===== src/rtl/lif_array_if.sv =====
// Step/config/output bundle for lif_array: the driver (master) issues step
// strobes, currents and config writes; the neuron array (slave) returns state and spikes.
interface lif_array_if #(
   parameter int WIDTH = 8,
   parameter int N     = 4
);
   logic                 en;
   logic [N*WIDTH-1:0]   current;
   logic                 cfg_we;
   logic [1:0]           cfg_addr;
   logic [WIDTH-1:0]     cfg_data;
   logic [N*WIDTH-1:0]   state;
   logic [N-1:0]         spike;
   logic                 spike_any;

   modport master (
      output en, current, cfg_we, cfg_addr, cfg_data,
      input  state, spike, spike_any
   );

   modport slave (
      input  en, current, cfg_we, cfg_addr, cfg_data,
      output state, spike, spike_any
   );
endinterface


===== src/rtl/lif_array.sv =====
// Array of N leaky integrate-and-fire neurons sharing one runtime config
// (threshold, leak shift, refractory period, reset mode); saturating integration.
module lif_array #(
   parameter int WIDTH       = 8,
   parameter int N           = 4,
   parameter int REFRAC_W    = 4,
   parameter int THRESH_INIT = 200
)(
   input logic        clk,
   input logic        reset_n,
   lif_array_if.slave bus
);

   localparam int LEAK_W = (WIDTH > 1) ? $clog2(WIDTH) : 1;
   localparam logic [WIDTH-1:0] SAT_MAX = {WIDTH{1'b1}};

   function automatic logic [WIDTH-1:0] sat_add(input logic [WIDTH-1:0] a,
                                                input logic [WIDTH-1:0] b);
      logic [WIDTH:0] s;
      s = {1'b0, a} + {1'b0, b};
      sat_add = s[WIDTH] ? SAT_MAX : s[WIDTH-1:0];
   endfunction

   logic [WIDTH-1:0]    thresh_r;
   logic [LEAK_W-1:0]   leak_r;
   logic [REFRAC_W-1:0] refrac_r;
   logic                mode_r;
   logic [N-1:0]        spike_nxt_s;
   logic                spike_any_r;

   // Shared configuration registers; a write lands after any same-edge step used the old value.
   always_ff @(posedge clk or negedge reset_n) begin
      if (!reset_n) begin
         thresh_r <= WIDTH'(THRESH_INIT);
         leak_r   <= LEAK_W'(1);
         refrac_r <= {REFRAC_W{1'b0}};
         mode_r   <= 1'b0;
      end else if (bus.cfg_we) begin
         case (bus.cfg_addr)
            2'd0:    thresh_r <= bus.cfg_data;
            2'd1:    leak_r   <= LEAK_W'(bus.cfg_data);
            2'd2:    refrac_r <= REFRAC_W'(bus.cfg_data);
            2'd3:    mode_r   <= bus.cfg_data[0];
            default: mode_r   <= mode_r;
         endcase
      end else begin
         thresh_r <= thresh_r;
      end
   end

   for (genvar i = 0; i < N; i++) begin : g_neuron
      logic [WIDTH-1:0]    state_r;
      logic [REFRAC_W-1:0] cnt_r;
      logic                spike_r;
      logic [WIDTH-1:0]    sum_s;
      logic [WIDTH-1:0]    state_nxt_s;
      logic [REFRAC_W-1:0] cnt_nxt_s;
      logic                fire_s;

      // Next-state rule: refractory countdown, else leak+integrate with threshold test.
      always_comb begin
         sum_s       = sat_add(bus.current[i*WIDTH +: WIDTH], state_r >> leak_r);
         state_nxt_s = state_r;
         cnt_nxt_s   = cnt_r;
         fire_s      = 1'b0;
         if (!bus.en) begin
            state_nxt_s = state_r;
         end else if (cnt_r != {REFRAC_W{1'b0}}) begin
            cnt_nxt_s = cnt_r - REFRAC_W'(1);
         end else if (sum_s >= thresh_r) begin
            fire_s      = 1'b1;
            cnt_nxt_s   = refrac_r;
            state_nxt_s = mode_r ? (sum_s - thresh_r) : {WIDTH{1'b0}};
         end else begin
            state_nxt_s = sum_s;
         end
      end

      // Per-neuron membrane, refractory counter and spike registers.
      always_ff @(posedge clk or negedge reset_n) begin
         if (!reset_n) begin
            state_r <= {WIDTH{1'b0}};
            cnt_r   <= {REFRAC_W{1'b0}};
            spike_r <= 1'b0;
         end else begin
            state_r <= state_nxt_s;
            cnt_r   <= cnt_nxt_s;
            spike_r <= fire_s;
         end
      end

      assign spike_nxt_s[i]                  = fire_s;
      assign bus.state[i*WIDTH +: WIDTH]     = state_r;
      assign bus.spike[i]                    = spike_r;
   end

   // Aggregate spike flag registered in step with the per-neuron spikes.
   always_ff @(posedge clk or negedge reset_n) begin
      if (!reset_n) begin
         spike_any_r <= 1'b0;
      end else begin
         spike_any_r <= |spike_nxt_s;
      end
   end

   assign bus.spike_any = spike_any_r;

endmodule

===== src/flat_wrapper.sv =====
// flat-port wrapper written by rule: the top's interface ports become plain ports
module lif_array_flat 
#(
   parameter int WIDTH       = 8,
   parameter int N           = 4,
   parameter int REFRAC_W    = 4,
   parameter int THRESH_INIT = 200
)
  (clk, reset_n, bus_en, bus_current, bus_cfg_we, bus_cfg_addr, bus_cfg_data, bus_state, bus_spike, bus_spike_any);
  lif_array_if #(.WIDTH(WIDTH), .N(N)) bus_i ();
  input logic clk;
  input logic reset_n;
  input wire logic [$bits(bus_i.en)-1:0] bus_en;
  input wire logic [$bits(bus_i.current)-1:0] bus_current;
  input wire logic [$bits(bus_i.cfg_we)-1:0] bus_cfg_we;
  input wire logic [$bits(bus_i.cfg_addr)-1:0] bus_cfg_addr;
  input wire logic [$bits(bus_i.cfg_data)-1:0] bus_cfg_data;
  output wire logic [$bits(bus_i.state)-1:0] bus_state;
  output wire logic [$bits(bus_i.spike)-1:0] bus_spike;
  output wire logic [$bits(bus_i.spike_any)-1:0] bus_spike_any;
  assign bus_i.en = bus_en;
  assign bus_i.current = bus_current;
  assign bus_i.cfg_we = bus_cfg_we;
  assign bus_i.cfg_addr = bus_cfg_addr;
  assign bus_i.cfg_data = bus_cfg_data;
  assign bus_state = bus_i.state;
  assign bus_spike = bus_i.spike;
  assign bus_spike_any = bus_i.spike_any;
  lif_array #(.WIDTH(WIDTH), .N(N), .REFRAC_W(REFRAC_W), .THRESH_INIT(THRESH_INIT)) u_core (.clk(clk), .reset_n(reset_n), .bus(bus_i));
endmodule

===== config.mk =====
export PLATFORM = sky130hd
export DESIGN_NAME = lif_array_flat
export DESIGN_NICKNAME = d
export VERILOG_FILES = /design/src/rtl/lif_array_if.sv /design/src/rtl/lif_array.sv /design/src/flat_wrapper.sv
export SDC_FILE = /design/constraint.sdc
export NUM_CORES = 1
export LEC_CHECK = 0
export BUFFER_PORTS_ARGS = -buffer_cell sky130_fd_sc_hd__buf_2
export CAP_MARGIN = 25
export CORE_MARGIN = 5
export CORE_UTILIZATION = 50
export CTS_BUF_LIST = sky130_fd_sc_hd__clkbuf_2
export DETAILED_ROUTE_END_ITERATION = 6
export PLACE_DENSITY = 0.7
export SYNTH_ARGS = -nofsm -noshare
export SYNTH_HDL_FRONTEND = slang
export SYNTH_SLANG_ARGS = --single-unit

===== constraint.sdc =====
create_clock -name clk -period 11.6 [get_ports clk]
set_input_delay 0 -clock clk [delete_from_list [all_inputs] [get_ports clk]]
set_output_delay 0 -clock clk [all_outputs]
set_load 0.05 [all_outputs]

======== Word level (Yosys, flattened, before mapping) ========
Cells that the tools add are included.
cells by class
  order comparisons ....................... 4
  mux-type cells .......................... 32
  bitwise gates (word level) .............. 4
  reductions and logical operators ........ 22
  add/subtract/negate cells ............... 12
  shift operators ......................... 4
  eq/ne operators ......................... 3
operator list
  kind                   count
  $mux W8                12
  $add A8 B8 Y9          4
  $ge A8 B8 Y1           4
  $mux W4                8
  $shr A8 B3 Y8          4
  $sub A8 B8 Y8          4
  $reduce_and A2 Y1      12
  $reduce_bool A4 Y1     4
  $sub A4 B1 Y4 const B  4
  $mux W1                12
  $reduce_bool A2 Y1     4
  $eq A2 B2 Y1 const B   2
  $not A1 Y1             4
  $reduce_or A4 Y1       1
  $eq A2 B1 Y1 const B   1
  $logic_not A2 Y1       1
word-level totals
  output and inout bits ................... 37
  bits in registers ....................... 69
  input port bits ......................... 46

======== Depth between registers and ports, before layout ========
  depth in word-level cells ............... 8
  gate-level depth with buffers ........... 23

======== Least setup slack after synthesis ========
No wires, ideal clock.
  kind .................................... register to register
  start ................................... register u_core.leak_r[1]
  end ..................................... register u_core.spike_any_r (netlist: u_core.bus.spike_any)
  setup slack ............................. 6.855 ns
  stages on the path, launching flop included .. 21
  period minus slack after synthesis ...... 4.745 ns
  setup time .............................. 0.139 ns
  required time ........................... 11.461 ns
  data arrival time ....................... 4.606 ns
  path buffers ............................ 3
  path through ............................ dfrtp_1 > clkbuf_1 > clkbuf_1 > mux2_2 > o21ai_0 > mux2i_1 > ha_1 > fa_1 > a21o_1 > nand4_1 > a21oi_1 > a211o_1 > clkbuf_1 > or2_2 > ha_1 > nand2b_1 > o2bb2ai_1 > a211oi_1 > nor2_1 > nor2_1 > or4_1
on the way
  word-level cells in the longest chain between the ends .. 8
  elaborated cells on any way between the ends .. 29
ends and longest elaborated chain
  element                              RTL line          RTL
  from (decl)                          lif_array.sv:25   logic [LEAK_W-1:0] leak_r;
  from (signal assigned)               lif_array.sv:41   2'd1: leak_r <= LEAK_W'(bus.cfg_data);
  $shr A8 B3 Y8                        lif_array.sv:62   sum_s = sat_add(bus.current[i*WIDTH +: WIDTH], state_r >> leak_r);
  $add A8 B8 Y9                        lif_array.sv:20   s = {1'b0, a} + {1'b0, b};
  $mux W8                              lif_array.sv:21   sat_add = s[WIDTH] ? SAT_MAX : s[WIDTH-1:0];
  $ge A8 B8 Y1                         lif_array.sv:70   end else if (sum_s >= thresh_r) begin
  $mux W1                              lif_array.sv:70
  $mux W1                              lif_array.sv:68   end else if (cnt_r != {REFRAC_W{1'b0}}) begin
  $mux W1                              lif_array.sv:66   if (!bus.en) begin
  named net u_core.g_neuron[1].fire_s  lif_array.sv:58   logic fire_s;
  $reduce_or A4 Y1                     lif_array.sv:102  spike_any_r <= |spike_nxt_s;
  to (signal assigned)                 lif_array.sv:102
  to (decl)                            lif_array.sv:29   logic spike_any_r;
The timed path passes the listed nets, and every way through them passes these cells.
A chain may end at the register's enable or synchronous reset.

======== Final worst setup path ========
Same ends and word-level chain as after synthesis.

==> impl_metrics.ini <==
[status]
outcome = finished clean

[timing]
rsz0062_at_grt = no
final.min_clock_period_ps = 5820
tightestPinTransition_ps = 936
fmax_mhz = 172
finalSetupViolCount = 0
finalSetupTns_ps = 0
hold_viol = 0
finalHoldWorstSlack_ps = 40.8
min_period_over_period = 0.502
clock_skew_ps = 22.9
slew_viol_final = 0
maxSlewHeadroom = 0.376

[global_routing]
overflow = 0
grtUsageTotal = 0.247
antenna_found_initial = 0
use_met1 = 0.336
grt_use_met2 = 0.405
grt_first_pass_wirelength_mm = 32.6
grt_max_degree = 70
met3_usage = 0.0369
grt_pass1_vias = 6411
busiest_layer = met2

[clock_network]
cts_max_level = 3
cts_sinks = 69
cts_tree = done
clock_path_buffers = 2
cts_made_buffers = 9
path_clk_slew_ps = 200
clock_latency_ps = 570
cts_root_buffer = clkbuf_2

[routing]
wl_per_cell_um = 17.7
viasPerCell = 5.93
drtAntennaViolNets = 0
via_count = 6819
drt-total-wl_mm = 20.4
drt_first_pass_iters = 4
first_iter_violations = 455
route.detailed.drc = 0

[placed_design]
hpwl_mm = 14.8
placedCellCount = 1098
numPortBuffers = 82
gp_congestion = 0.915

[worst_setup_path]
required_ps = 12050
end_kind = flip-flop
rrSetupSlack_ps = 5780
setup.worst_path.class = reg2reg
cp_max_fo = 24
worstRegToRegCells = 18
cp-start-kind = flip-flop
worstPathArrival_ps = 6270

[die]
die_h_um = 129
start_util = 0.510
core_area_sq_um = 13800
die_w_um = 129
dieArea_sq_um = 16600
placementRows = 43
ios = 83

[logic_synthesis]
synth_nets = 990
ys_types = 70
yosys_warnings = 0
synth-seq-cells = 69
async_reset_ff_frac = 1.00
yosysTopAreaCell = dfrtp_1
synth_cells = 868
synth.area.top_cells = dfrtp_1 (23%), ha_1 (12%), mux2i_1 (5.7%)
synth-main-ff-cell = dfrtp_1
ys_top_cells_by_count = nor2_1 (92), nand2_1 (76), o21ai_0 (71)
synth_seq_area_share = 0.246
synth.most_common_cell = nor2_1
synth_top_area_frac = 0.231
syn_area_sq_um = 7050
syn_area_per_cell_sq_um = 8.12
synth-edff-count = 0

[final_layout]
seqCellArea_sq_um = 1730
fillers = 1252
final_net_count = 1086
area_growth_pct = 13.7
multi_input_area_sq_um = 5030
final_cells = 1149
drive_gt1_frac = 0.157
diodes = 0

[power]
internal-power_mw = 1.21
totalPowerFinal_mw = 2.70
cellLeakagePower_nw = 3.66
swShare = 0.551
p_clk_frac = 0.052
seq_power_share = 0.172
switching_power_mw = 1.49
ir_worst_vdd_mv = 0.107
power_density_nw_per_um2 = 337
pwr-share-comb = 0.776

[run]
max-cap-violations = 0

[min_path]
worstHoldPathCells = 6
min_path_type = in2reg
## sequential cells by signal (all words and copies together), names as in the netlist
signal and cells:
u_core.bus.spike_any 1, u_core.g_neuron.cnt_r 16, u_core.g_neuron.spike_r 4, u_core.g_neuron.state_r 32, u_core.leak_r 3, u_core.mode_r 1, u_core.refrac_r 4, u_core.thresh_r 8
## worst paths after layout
| check | start | endpoint |
|---|---|---|
| setup / recovery | u_core.leak_r[1]$_DFFE_PN0P_ | u_core.bus.spike_any$_DFF_PN0_ |
| hold / removal | bus_current[19] | u_core.g_neuron[2].state_r[3]$_DFFE_PN0P_ |
| setup reg to reg | u_core.leak_r[1]$_DFFE_PN0P_ | u_core.bus.spike_any$_DFF_PN0_ |
| hold reg to reg | u_core.g_neuron[0].cnt_r[3]$_DFFE_PN0P_ | u_core.g_neuron[0].cnt_r[3]$_DFFE_PN0P_ |
| max in group asynchronous | reset_n | u_core.g_neuron[3].spike_r$_DFF_PN0_ |
| min in group asynchronous | reset_n | u_core.g_neuron[0].state_r[6]$_DFFE_PN0P_ |
## routing by layer
layer | vias to the layer above | share of wire
met5 | - | 0
met4 | 0 | 0.022
met3 | 33 | 0.057
met2 | 198 | 0.47
met1 | 3202 | 0.45
li1 | 3386 | -
## area by class of cell
| class | count | area share |
|---|---|---|
| Multi-Input combinational cell | 732 | 0.628 |
| Clock buffer | 10 | 0.00625 |
| Clock inverter | 6 | 0.00672 |
| Inverter | 30 | 0.0141 |
| Sequential cell | 69 | 0.216 |
| Timing Repair Buffer | 122 | 0.101 |
| Tap cell | 180 | 0.0281 |
## stage by stage
stage / utilization / instance area, sq um / worst slack (ps)
3_3_place_gp: 0.546 / 7550 / 5780
2_1_floorplan: - / 7050 / 6860
6_report: 0.579 / 8010 / 5780
4_1_cts: 0.578 / 7990 / 5750
5_1_grt: 0.579 / 8010 / 5470
3_5_place_dp: 0.546 / 7550 / 5750
## repair_timing
item,CTS,global route
resized for setup,0,0
hold buffers,34,0
endpoints found under the hold margin,96,0
setup buffers,0,0
## critical path, cell delays in order (launching register included)
cell and delay (ps):
dfrtp_1 590, buf_4 400, mux2_2 370, o21ai_0 230, mux2i_1 120, ha_1 240
fa_1 410, a21o_1 210, nand4_1 160, a21oi_1 90, a211o_1 350, or2_2 330
ha_1 350, nand2b_1 120, o2bb2ai_1 190, a211oi_1 140, nor2_1 610, nor2_1 210
or4_1 570
## logic make-up (layout without fill, tap and decap cells)
family | Yosys count | after routing | synth area share
adders and majority gates | 76 | 76 | 0.143
DFF | 69 | 69 | 0.246
AOI/OAI and AO/OA | 272 | 272 | 0.243
and+or+nand+nor | 296 | 296 | 0.203
muxes | 61 | 61 | 0.0904
xor gates and xnor gates | 27 | 27 | 0.0336
buffers and inverters | 67 | 168 | 0.0407
## power by group through the flow
stage                     Clock [mW]  Combinational [mW]  Sequential [mW]
final                          0.141                2.10            0.466
after global routing           0.155                2.33            0.481
after CTS                      0.145                2.07            0.473
after detailed placement           0                2.04            0.479
after global placement             0                2.03            0.479
after floorplan                    0                1.49            0.609
## layout by cell type, fill, tap and decap left out, types with 14 or more instances in the layout
cell type / instances
mux2_2: 21
mux2i_1: 40
xnor2_1: 16
nand2_1: 76
dfrtp_1: 65
inv_1: 29
ha_1: 68
buf_2: 82
nor2_1: 92
or2_2: 20
a31oi_1: 30
o21ai_0: 71
nand2b_1: 17
a21oi_1: 64
dlygate4sd3_1: 34
o22ai_1: 14
No activity file was read; power rests on OpenSTA's default activity.
